===== config.mk =====
export PLATFORM = sky130hd
export DESIGN_NAME = path_delay_probe
export DESIGN_NICKNAME = d
export VERILOG_FILES = /design/src/rtl/path_delay_probe.sv
export SDC_FILE = /design/constraint.sdc
export NUM_CORES = 1
export LEC_CHECK = 0
export ABC_AREA = 0
export BUFFER_PORTS_ARGS = -buffer_cell sky130_fd_sc_hd__buf_2
export CORE_MARGIN = 2
export CORE_UTILIZATION = 35
export CTS_CLUSTER_SIZE = 16
export DETAILED_ROUTE_END_ITERATION = 7
export GPL_TIMING_DRIVEN = 0
export HOLD_SLACK_MARGIN = 0.12
export MAX_ROUTING_LAYER = met4
export PLACE_DENSITY = 0.69
export REMOVE_ABC_BUFFERS = 1
export SYNTH_ARGS = -nofsm -noshare
export SYNTH_HDL_FRONTEND = slang
export SYNTH_SLANG_ARGS = --single-unit

===== constraint.sdc =====
create_clock -name clk -period 1.8 [get_ports clk]
set_clock_uncertainty 0.1 [all_clocks]
set_input_delay 0.18 -clock clk [delete_from_list [all_inputs] [get_ports clk]]
set_output_delay 0.18 -clock clk [all_outputs]
set_load 0.1 [all_outputs]

===== src/rtl/path_delay_probe.sv =====
// path_delay_probe: launches a toggle into a gate path and measures the synchronized return latency.
module path_delay_probe #(
  parameter int CNT_W    = 8,
  parameter int TIMEOUT  = 200,
  parameter bit PATH_INV = 1'b0
) (
  input  logic             clk,
  input  logic             rst_n,
  input  logic             start,
  input  logic             clear,
  input  logic [CNT_W-1:0] threshold,
  output logic             launch,
  input  logic             capture,
  output logic             busy,
  output logic             done,
  output logic             timeout,
  output logic [CNT_W-1:0] latency,
  output logic [CNT_W-1:0] lat_max,
  output logic             alarm,
  output logic [15:0]      meas_cnt
);
  typedef enum logic [1:0] {IDLE, SETTLE, WAIT, DONE} state_t;
  localparam logic [CNT_W-1:0] LAST = CNT_W'(TIMEOUT - 1);
  localparam logic [CNT_W-1:0] LIM  = CNT_W'(TIMEOUT);
  state_t           state_q, state_d;
  logic             s1_q, s2_q;
  logic [CNT_W-1:0] cnt_q, cnt_d, latency_q, latency_d, lat_max_q, lat_max_d;
  logic             launch_q, launch_d, busy_q, busy_d, done_q, done_d;
  logic             timeout_q, timeout_d, alarm_q, alarm_d;
  logic [15:0]      meas_cnt_q, meas_cnt_d;
  logic             match;
  assign match = s2_q == (launch_q ^ PATH_INV);
  always_comb begin
    state_d    = state_q;
    cnt_d      = cnt_q + 1'b1;
    launch_d   = launch_q;
    latency_d  = latency_q;
    timeout_d  = timeout_q;
    lat_max_d  = lat_max_q;
    alarm_d    = alarm_q;
    meas_cnt_d = meas_cnt_q;
    case (state_q)
      IDLE: begin
        cnt_d   = '0;
        state_d = start ? SETTLE : IDLE;
      end
      SETTLE: begin
        if (match) begin
          launch_d = ~launch_q;
          cnt_d    = '0;
          state_d  = WAIT;
        end else if (cnt_q == LAST) begin
          state_d   = DONE;
          latency_d = LIM;
          timeout_d = 1'b1;
        end
      end
      WAIT: begin
        // s2 lags the path by two flops, so a zero-delay path matches with cnt_q == 2
        if (match) begin
          state_d   = DONE;
          latency_d = cnt_q;
          timeout_d = 1'b0;
        end else if (cnt_q == LAST) begin
          state_d   = DONE;
          latency_d = LIM;
          timeout_d = 1'b1;
        end
      end
      DONE: begin
        state_d    = IDLE;
        meas_cnt_d = meas_cnt_q + 16'd1;
        lat_max_d  = (!timeout_q && latency_q > lat_max_q) ? latency_q : lat_max_q;
        alarm_d    = alarm_q | timeout_q | (latency_q > threshold);
      end
      default: state_d = IDLE;
    endcase
    if (clear) begin
      alarm_d    = 1'b0;
      lat_max_d  = '0;
      meas_cnt_d = '0;
    end
    busy_d = (state_d == SETTLE) || (state_d == WAIT);
    done_d = state_d == DONE;
  end
  always_ff @(posedge clk or negedge rst_n) begin
    if (!rst_n) begin
      state_q    <= IDLE;
      s1_q       <= 1'b0;
      s2_q       <= 1'b0;
      cnt_q      <= '0;
      launch_q   <= 1'b0;
      busy_q     <= 1'b0;
      done_q     <= 1'b0;
      timeout_q  <= 1'b0;
      latency_q  <= '0;
      lat_max_q  <= '0;
      alarm_q    <= 1'b0;
      meas_cnt_q <= '0;
    end else begin
      state_q    <= state_d;
      s1_q       <= capture;
      s2_q       <= s1_q;
      cnt_q      <= cnt_d;
      launch_q   <= launch_d;
      busy_q     <= busy_d;
      done_q     <= done_d;
      timeout_q  <= timeout_d;
      latency_q  <= latency_d;
      lat_max_q  <= lat_max_d;
      alarm_q    <= alarm_d;
      meas_cnt_q <= meas_cnt_d;
    end
  end
  assign launch   = launch_q;
  assign busy     = busy_q;
  assign done     = done_q;
  assign timeout  = timeout_q;
  assign latency  = latency_q;
  assign lat_max  = lat_max_q;
  assign alarm    = alarm_q;
  assign meas_cnt = meas_cnt_q;
endmodule


* Word level (Yosys, flattened, before mapping)
Cells that the tools add are included.
W data, S select, Z words.
** Word-level totals
- Register bits :: 49
- Input port bits :: 13
- Word-level logic and storage cells :: 60
** Operators by class
- Add/sub/neg operators :: 2
- Magnitude comparators :: 2
- Eq/ne operators :: 9
- Multiplexer cells :: 22
- Bitwise gates (word level) :: 3
- Reductions and logical operators :: 10
** Operators by type and width (count)
- $mux W8 :: 7
- $mux W16 :: 2
- $pmux W8 S2 :: 2
- $add A16 B1 Y16 const B :: 1
- $gt A8 B8 Y1 :: 2
- $add A8 B1 Y8 const B :: 1
- $eq A2 B2 Y1 const B :: 4
- $eq A8 B8 Y1 const B :: 1
- $pmux W2 S4 :: 1
- $mux W1 :: 6
- $mux W2 :: 3
- $reduce_and A2 Y1 :: 3
- $reduce_bool A2 Y1 :: 3
- $eq A2 B1 Y1 const B :: 2
- $logic_not A2 Y1 :: 1
- $ne A2 B2 Y1 const B :: 1
- $or A1 B1 Y1 :: 2
- $pmux W1 S2 :: 1
- $eq A1 B1 Y1 :: 1
- $logic_and A1 B1 Y1 :: 1
- $logic_not A1 Y1 :: 1
- $logic_or A1 B1 Y1 :: 1
- $not A1 Y1 :: 1

* Depth between registers and ports, before layout
Gate-level depths: netlist (run 1).
- Word-level depth :: 6
- Mapped depth :: 7
- Gate-level depth less buffers :: 6

* Worst setup path after synthesis (run 1)
Ideal clock, no wire load.
- Path type :: flip-flop to flip-flop
- Start :: reg latency_q[7] (netlist: latency[7])
- End :: reg lat_max_q[0] (netlist: lat_max[0])
- Arrival time :: 2.219 ns
- Data required time :: 1.572 ns
- Setup slack :: -0.647 ns
- Cell stages (with the launch flop) :: 7
- Buffers on the path :: 1
- Cells stage by stage :: dfrtp_1 -> ha_1 -> a21oi_1 -> o21ai_0 -> o311a_1 -> buf_2 -> mux2i_1
** Between the ends
- Longest elaborated chain between the ends :: 4
** RTL lines
- from (decl) :: line 27 : logic [CNT_W-1:0] cnt_q, cnt_d, latency_q, latency_d, lat_max_q, lat_max_d;
- from (signal assigned) :: line 109 : latency_q <= latency_d;
- $gt A8 B8 Y1 :: line 73 : lat_max_d = (!timeout_q && latency_q > lat_max_q) ? latency_q : lat_max_q;
- $logic_and A1 B1 Y1 :: line 73
- $reduce_bool A2 Y1 (no source line)
- $reduce_and A2 Y1 (no source line)
- to (signal assigned) :: line 110 : lat_max_q <= lat_max_d;
- to (decl) :: line 27
No other way between the ends.
A chain may end at the register's enable or synchronous reset.

* Final worst setup path (run 1)
- Start :: reg cnt_q[0]
- End :: reg busy_q (netlist: busy)
** Between the ends
- Longest elaborated chain between the ends :: 6
** RTL lines
- from (decl) :: line 27
- from (signal assigned) :: line 104 : cnt_q <= cnt_d;
- $eq A8 B8 Y1 * :: line 52, 64
- $mux W2 * :: line 52, 64
- $mux W2 (on tied branches) :: line 60, 48
- $pmux W2 S4 * :: line 42 : case (state_q)
- via state_d[0] :: line 25 : state_t state_q, state_d;
- $eq A2 B1 Y1 / $eq A2 B2 Y1 (equally long branches) :: line 83 : busy_d = (state_d == SETTLE) || (state_d == WAIT);
- $logic_or A1 B1 Y1 * :: line 83
- via busy_d :: line 28 : logic launch_q, launch_d, busy_q, busy_d, done_q, done_d;
- to (signal assigned) :: line 106 : busy_q <= busy_d;
- to (decl) :: line 28
Mark *: on every way through the listed nets, which the timed path passes. The rest lies on a longest branch.

==> results of run 1 <==
==> registers in the layout (all words and copies together), names as in the netlist <==
signal and flops:
state_q 2, latency 8, done 1, busy 1, s1_q 1, alarm 1
timeout 1, lat_max 8, s2_q 1, meas_cnt 16, launch 1, cnt_q 8
==> placed cells by master, fill, tap and decap left out, drive strengths merged, types with 2 or more instances in the layout <==
cell / count
a21oi: 17
a22o: 5
and2: 3
and4: 3
buf: 72
clkbuf: 6
dfrtp: 49
dlygate4sd3: 2
ha: 19
inv: 21
mux2i: 9
nand2: 15
nand2b: 18
nand3: 5
nand4: 11
nor2: 29
nor3: 2
nor4: 3
o21ai: 10
o31ai: 2
or3: 2
or4: 2
xnor2: 7
xor2: 12
==> final timing paths <==
kind | from | endpoint | cells after the start | slack [ns]
max in group asynchronous | rst_n | state_q[1] | 2 | 0.37
hold reg to reg | s1_q | s2_q | 0 | 0.25
setup / recovery | cnt_q[0] | busy | 6 | -0.01
hold / removal | start | state_q[0] | 3 | 0.20
setup reg to reg | cnt_q[0] | busy | 6 | -0.01
min in group asynchronous | rst_n | meas_cnt[8] | 2 | 0.49
==> worst max-delay path: stages (launching register included) <==
cell	delay, ns
dfrtp_1	0.37
ha_2	0.21
nand4b_1	0.21
o21ai_2	0.22
mux2i_1	0.12
o22ai_2	0.20
ha_1	0.26
==> metrics by stage <==
| step | setup TNS (ns) | worst slack [ns] | power [mW] |
|---|---|---|---|
| after detailed placement | -2.156 | -0.2384 | 4.121 |
| final | -0.01232 | -0.01232 | 5.578 |
| after CTS | 0 | 0.001576 | 5.148 |
| after global placement | -2.041 | -0.2198 | 4.082 |
| after floorplan | -13.41 | -0.6641 | 3.619 |
| after global routing | -0.8008 | -0.1578 | 5.901 |
==> cell families after synthesis <==
kind of cell,after synthesis,share of synthesized area (%)
and+or+nand+nor,101,20.85
DFF,49,46.45
AOI/OAI and AO/OA,41,9.811
buffers and inverters,27,4.170
xor gates and xnor gates,19,6.303
adders and majority gates,19,9.005
muxes,9,3.412
==> layout make-up <==
| cell class | count | area [um^2] |
|---|---|---|
| clock buffer | 6 | 82.58 |
| clock inverter | 2 | 37.54 |
| fill | 699 | 3816 |
| inverter | 21 | 78.83 |
| multi-input combinational | 189 | 1474 |
| sequential | 49 | 1241 |
| tap | 99 | 123.9 |
| timing repair buffer | 74 | 437.9 |
==> layer usage <==
layer  vias up  routed length, um  share of wire, %  GRT usage [%]
met2        29               2961                50          23.57
li1       1076                  -                 -              -
met3         6                189               3.2          2.421
met1      1028               2684                45          18.23
met5         -                  0                 0              -
met4         0                 72               1.2          4.924
==> where the power goes <==
| group | total [mW] | switching (mW) | internal, mW |
|---|---|---|---|
| Sequential | 1.55 | 0.228 | 1.32 |
| Combinational | 3.20 | 2.16 | 1.04 |
| Clock | 0.829 | 0.377 | 0.452 |
| Total | 5.58 | 2.76 | 2.82 |
==> what timing repair did <==
| item | in CTS | in global routing |
|---|---|---|
| buffers inserted | 11 | 12 |
| cloned | 0 | 0 |
| hold buffers | 2 | 0 |
| endpoints found under the setup margin | 13 | 20 |
| endpoints found under the hold margin | 50 | 0 |
| gates resized for setup | 12 | 33 |
| pin swaps | 4 | 11 |
==> flow_results.org, run 1 <==
** Run status
- Result of the run :: complete, but fails checks
- The final reports fail on negative setup slack.

** Global routing
- The first global-routing pass estimated 9466 um of wire.
- Entering global routing, the biggest net connects 50 pins.
- Antenna violations before repair :: 0
- The via count of the first global-routing pass came to 2,047.
- Aggregate global routing overflow :: 0
- Global routing used 14.42% of the available tracks across all layers.

** Floorplanning
- Vertical extent of the die :: 90.85 um
- In this run the core area contains 31 standard-cell rows.
- Pin placement for this block handled 50 I/O pins.
- The initial utilization of the core area, before any placement, comes to 36.20%.
- The die is 90.85 um wide.
- Std-Cell Core Area :: 0.007292 mm^2
- The die covers 0.008254 mm^2.

** Placement
- Placer Congestion :: 0.7628
- Once placement finished, the instance area stood at 0.002978 mm^2.
- Number of instances in the placed design :: 407
- The wire-length estimate of the detail-placed layout is 3874 um.
- Number of buffer cells added on primary ports :: 49

** Timing
- At the pin with the least slew margin, the transition time is 1.057 ns.
- Period utilization :: 100.7%
- Worst max-slew margin expressed relative to the limit :: 29.53%
- Highest clock rate :: 551.8 MHz
- Once routing completed, OpenROAD measured the worst setup slack at -0.01232 ns.
- Fin. max-slew vios :: 0
- Final hold analysis gives a worst-case slack of 0.2029 ns.
- The final count of hold timing violations was 0.
- RSZ-0062 raised after global routing :: yes
- Final critical delay including setup and external delays :: 1.812 ns
- Setup Viol. Count Final :: 1

** Yosys
- Counting every instance in the synthesized netlist gives 265.
- Summing the sequential cell areas from Yosys gives 46.45% of the chip area.
- Summing every instance area after synthesis gives 0.002640 mm^2.
- Number of warnings reported in the yosys synthesis log :: 0
- Dividing the synthesized area by the synthesized cell count gives 9.962 um^2.
- Of the post-synthesis cell area, the dominant cell type holds 46.45%.
- Synth area leaders :: dfrtp_1, ha_1, nand2b_1, nor2_1, xor2_1
- dfrtp_1 is the most common cell in the netlist.
- Counting flops with an async set or reset pin after synthesis yields a share of 100.0%.
- Synth unique cells :: 43
- Register bit count reported by yosys :: 49
- Main flop type after synthesis :: dfrtp_1
- The synthesized design contains 0 enable-type register cells.
- dfrtp_1 takes more of the synthesized area than any other cell.
- List of most frequent post-synthesis cells :: dfrtp_1, nor2_1, inv_1

** Final layout
- Fraction of layout cells with a size suffix above 1 :: 36.07%
- Non-Filler Instances :: 440
- Area overhead of the layout relative to synthesis :: 31.66%
- Final Core Density :: 47.67%
- Cell area after layout :: 0.003476 mm^2
- Antenna diode count :: 0
- Total Nets Final :: 372

** Setup path
- STA classifies the critical path endpoint as a flop.
- Along the worst path, the maximum fanout reaches 4.
- The setup path with the least slack is of type reg -> reg.
- Data on the critical path is required at its endpoint by 1.89 ns.
- Data arrives at the worst endpoint at 1.90 ns.
- Worst Setup Start Kind :: flop

** CTS
- Root buffer cell :: clkbuf_8
- CTS H-Tree Depth :: 2
- Counting the buffers created by CTS gives 5.
- TritonCTS built the clock tree.
- In this run the deepest clock path goes through 2 buffers.
- Clock transition at the register clock pins on the worst setup and hold paths after CTS :: 0.09 ns
- Clock latency on the worst-skew pair, taken at its later pin, is 0.30 ns.
- The tree built by TritonCTS fans out to 49 sinks.

** Detailed routing
- In the routed design, unresolved DRC markers number 0.
- Initial DRC count :: 119
- In the final routed layout, each cell accounts on average for 13.43 um.
- In this run the remaining antenna-violating nets after routing total 0.
- First-pass iteration count of the detailed router :: 4
- For this block, the via count after detailed routing is 2,139.
- Using the TritonRoute via totals, the vias-per-cell ratio works out to 4.861.
- Routed Wire Length :: 5907 um

** Power
- Leak pwr :: 1.637 nW
- Dividing total power by cell area gives a power density of 1605 mW/mm^2.
- IR analysis of the VDD net gives a maximum drop of 0.6752 mV.

** Hold path
- Path class of the lowest-slack min-delay path :: in -> reg

** Run
- Number of violations of the max-capacitance limit :: 0
Note: power is estimated with default switching activity, not from simulation.
==> run 2: changes to the inputs <==
ABC_AREA = 1   (was 0)
==> run 2 against run 1 <==
  * Die area fell by 0.13%
  * Clock power is 7.0% lower
  * The flow now finishes without violations
  * Non-clock buffer count down 14
==> flow_results.org, run 2 <==
** Run status
- Result of the run: finished, final reports clean (was complete, but fails checks).

** Final layout
- Number of filler instances in the final layout :: 759 (was 699)
- Antenna diode count :: 0 (unchanged)
- Combined flip-flop and latch cell area :: 0.001231 mm^2 (was 0.001241 mm^2)
- Final Core Density :: 44.10% (was 47.67%)
- Non-Filler Instances :: 493 (was 440)
- The commonest non-fill, non-tap cell in the layout was nand2_1 (was buf_2).
- Fraction of layout cells with a size suffix above 1 :: 21.07% (was 36.07%)
- The number of nets in the finished design is 426 (was 372).
- Flip-flop count of the largest register, all copies and words added :: 16 (unchanged)
- Area overhead of the layout relative to synthesis :: 21.97% (was 31.66%)
- Commonest cells after routing, fill and taps aside :: nand2_1, inv_1, buf_2, dfrtp_1, nor2_1 (was buf_2, dfrtp_1, nor2_1, buf_4)
- Multi-input logic area :: 0.001221 mm^2 (was 0.001474 mm^2)

** Floorplanning
- Placement Rows :: 31 (unchanged)
- The die outline width is 90.79 um (was 90.85 um).
- Total die area :: 0.008243 mm^2 (was 0.008254 mm^2)
- The area of the core came to 0.007292 mm^2 (unchanged).
- I/O Pins :: 50 (unchanged)
- The starting utilization of the core area came to 36.15% (was 36.20%).
- Vertical extent of the die :: 90.79 um (was 90.85 um)

** Yosys
- The cell taking the most area after synthesis is dfrtp_1 (unchanged).
- Main flop type after synthesis :: dfrtp_1 (unchanged)
- The netlist area before placement was 0.002636 mm^2 (was 0.002640 mm^2).
- The average instance area after synthesis came to 7.989 um^2 (was 9.962 um^2).
- The register bit total from synthesis was 49 (unchanged).
- Synth area leaders :: dfrtp_1, nand2_1, ha_1, inv_1, nor2_1 (was dfrtp_1, ha_1, nand2b_1, nor2_1, xor2_1)
- The area share of the leading cell type in the synthesized netlist is 46.51% (was 46.45%).
- Cell with the most instances after synthesis :: nand2_1 (was dfrtp_1)
- Sequential element share of the synthesized area :: 46.51% (was 46.45%)
- List of most frequent post-synthesis cells :: nand2_1, inv_1, dfrtp_1 (was dfrtp_1, nor2_1, inv_1)
- The cell count after synthesis was 330 (was 265).
- Number of warnings reported in the yosys synthesis log :: 0 (unchanged)
- Fraction of registers with async set/reset :: 100.0% (unchanged)
- Synth unique cells :: 29 (was 43)
- Number of synthesized flops with an enable pin :: 0 (unchanged)

** Placement
- The HPWL reported at the end of detailed placement was 4323 um (was 3874 um).
- Number of buffer cells added on primary ports :: 49 (unchanged)
- The post-placement cell count is 475 (was 407).
- Placer Congestion :: 0.8416 (was 0.7628)

** Setup path
- Data arrival, critical path :: 1.77 ns (was 1.90 ns)
- The length in cells of the worst reg-to-reg path came to 8 (was 6).
- Worst Setup Start Kind :: flop (unchanged)
- CP Max Fanout :: 9 (was 4)
- Worst R2R Setup Slack :: 0.13 ns (was -0.01 ns)
- Reg-to-Reg Start :: latency[6] (was cnt_q[0])
- Endpoint class of the critical path :: flop (unchanged)
- The endpoint required time on the critical path came to 1.90 ns (was 1.89 ns).
- The terminus of the critical flop-to-flop path is lat_max[3] (was busy).
- Worst Path Class, Setup :: reg -> reg (unchanged)

** Timing
- The transition time at the pin with the least slew margin came to 1.096 ns (was 1.057 ns).
- The setup TNS after final layout was 0 ns (was -0.01232 ns).
- The minimum hold slack is 0.2584 ns (was 0.2029 ns).
- The minimum period implied by the final worst setup slack is 1.670 ns (was 1.812 ns).
- The remaining max-slew budget at the tightest pin came to 26.91% (was 29.53%).
- The total of endpoints with negative setup slack in the final report came to 0 (was 1).
- Fin. max-slew vios :: 0 (unchanged)
- The achievable frequency is 598.8 MHz (was 551.8 MHz).
- Final number of hold-violating endpoints :: 0 (unchanged)
- The final clock period utilization by the worst path was 92.77% (was 100.7%).

** Detailed routing
- The violation count after the first detailed-route iteration came to 90 (was 119).
- First-pass iteration count of the detailed router :: 4 (unchanged)
- The final routed DRC violation total was 0 (unchanged).
- The detailed-route vias per instance was 4.649 (was 4.861).
- The total length of routed wires came to 5883 um (was 5907 um).
- The average routed wire per standard cell is 11.93 um (was 13.43 um).
- The via count of the routed design came to 2,292 (was 2,139).
- The remaining number of nets flagged by the antenna check after routing is 0 (unchanged).

** Hold path
- Cells on Worst Hold Path :: 0 (was 3)
- Hold path start :: s1_q (was start)
- End of the worst hold path :: s2_q (was state_q[0])
- The type of the worst min-delay path was reg -> reg (was in -> reg).

** Global routing
- Global-route wire length before repair :: 10,230 um (was 9466 um)
- Total routing usage reported by global routing :: 15.53% (was 14.42%)
- Via count of the first global-routing pass :: 2,186 (was 2,047)
- The largest net degree at the start of global routing came to 50 (unchanged).
- The initial antenna violation count is 0 (unchanged).
- The remaining global-route overflow came to 0 (unchanged).

** CTS
- Clock transition at the register clock pins on the worst setup and hold paths after CTS :: 0.09 ns (about the same)
- Root buffer cell :: clkbuf_8 (unchanged)
- The maximum count of clock buffers along a single path came to 2 (unchanged).
- The number of levels in the clock H-tree was 2 (unchanged).
- The count of clock tree sinks came to 49 (unchanged).
- The clock latency of the later-clocked register in the worst-skew pair is 0.30 ns (about the same).
- Clock buffers created by TritonCTS :: 5 (unchanged)
- Clock tree from TritonCTS :: done (unchanged)

** Power
- Leak pwr :: 1.708 nW (was 1.637 nW)
- The power density relative to cell area was 1335 mW/mm^2 (was 1605 mW/mm^2).
- Maximum vdd drop :: 0.6505 mV (was 0.6752 mV)
- Total power after layout :: 4.294 mW (was 5.578 mW)

** Run
- Number of violations of the max-capacitance limit :: 0 (unchanged)
-- run 2: cell count changes after synthesis, sizes merged, moves of 4 or more --
cell / change
a22o: -4
inv: +31
mux2i: -9
nand2: +67
nand2b: -18
nand3: +11
nor2: +15
nor3: +8
xnor2: -7
xor2: -11
-- run 2: per-stage QoR --
step           area, um^2  setup WS (ns)
2_1_floorplan        2616        -0.5314
3_3_place_gp         2985        -0.2066
3_5_place_dp         2985        -0.1936
4_1_cts              3138       0.004829
5_1_grt              3216       -0.01501
6_report             3216         0.1301
-- run 2: layer usage --
layer | routed length [um] | track usage [%] | vias up
met2 | 2992 | 26.99 | 35
met4 | 0 | 2.273 | 0
met5 | 0 | - | -
met3 | 197 | 3.589 | 0
met1 | 2693 | 18.91 | 1062
li1 | - | - | 1195
-- run 2: report_power, final --
group          internal [mW]  switching [mW]  total [mW]
registers               1.26           0.176        1.44
logic                  0.495            1.59        2.08
clock network          0.405           0.367       0.771
-- run 2: logic make-up (layout without fill, tap and decap cells) --
kind of cell	Yosys count	count (layout)	share of synthesized area, %
flip-flops	49	49	46.51
AND/OR/NAND/NOR	167	167	27.20
AO/OA/AOI/OAI	39	39	8.496
XOR/XNOR	1	1	0.6172
buffers and inverters	55	119	8.163
adder cells (fa/ha/maj)	19	19	9.018
-- run 2: timing repair --
action	CTS	global route
pin swaps	0	4
endpoints found under the setup margin	8	11
gates resized for setup	5	11
setup buffers	0	7
hold buffers	4	0
endpoints found under the hold margin	55	0
-- run 2: final cells by class --
class / instances / share of cell area (%)
flip-flops and latches: 49 / 38.29
multi-input cells: 226 / 37.98
repair buffers: 60 / 10.51
inverters: 52 / 6.148
well taps: 99 / 3.852
clock buffers: 5 / 2.140
clock inverters: 2 / 1.089
-- run 2: worst max-delay path by stage --
stage,cells after the start,from,slack (ns),to
final,8,latency[6],0.13,lat_max[3]
after CTS,8,latency[7],0.005,lat_max[3]
after floorplan,9,lat_max[7],-0.53,lat_max[0]
after detailed placement,8,latency[5],-0.19,lat_max[2]
after global placement,8,latency[7],-0.21,lat_max[2]
after global routing,8,cnt_q[0],-0.02,busy
-- run 2: worst max-delay path: stages (launching register included) --
cell and delay [ns]:
dfrtp_2 0.47, ha_1 0.29, nand2_1 0.07, nor2_2 0.15, nand2_1 0.11, nand2_4 0.13, nand2_4 0.10, nand3_1 0.10
nand2_1 0.05
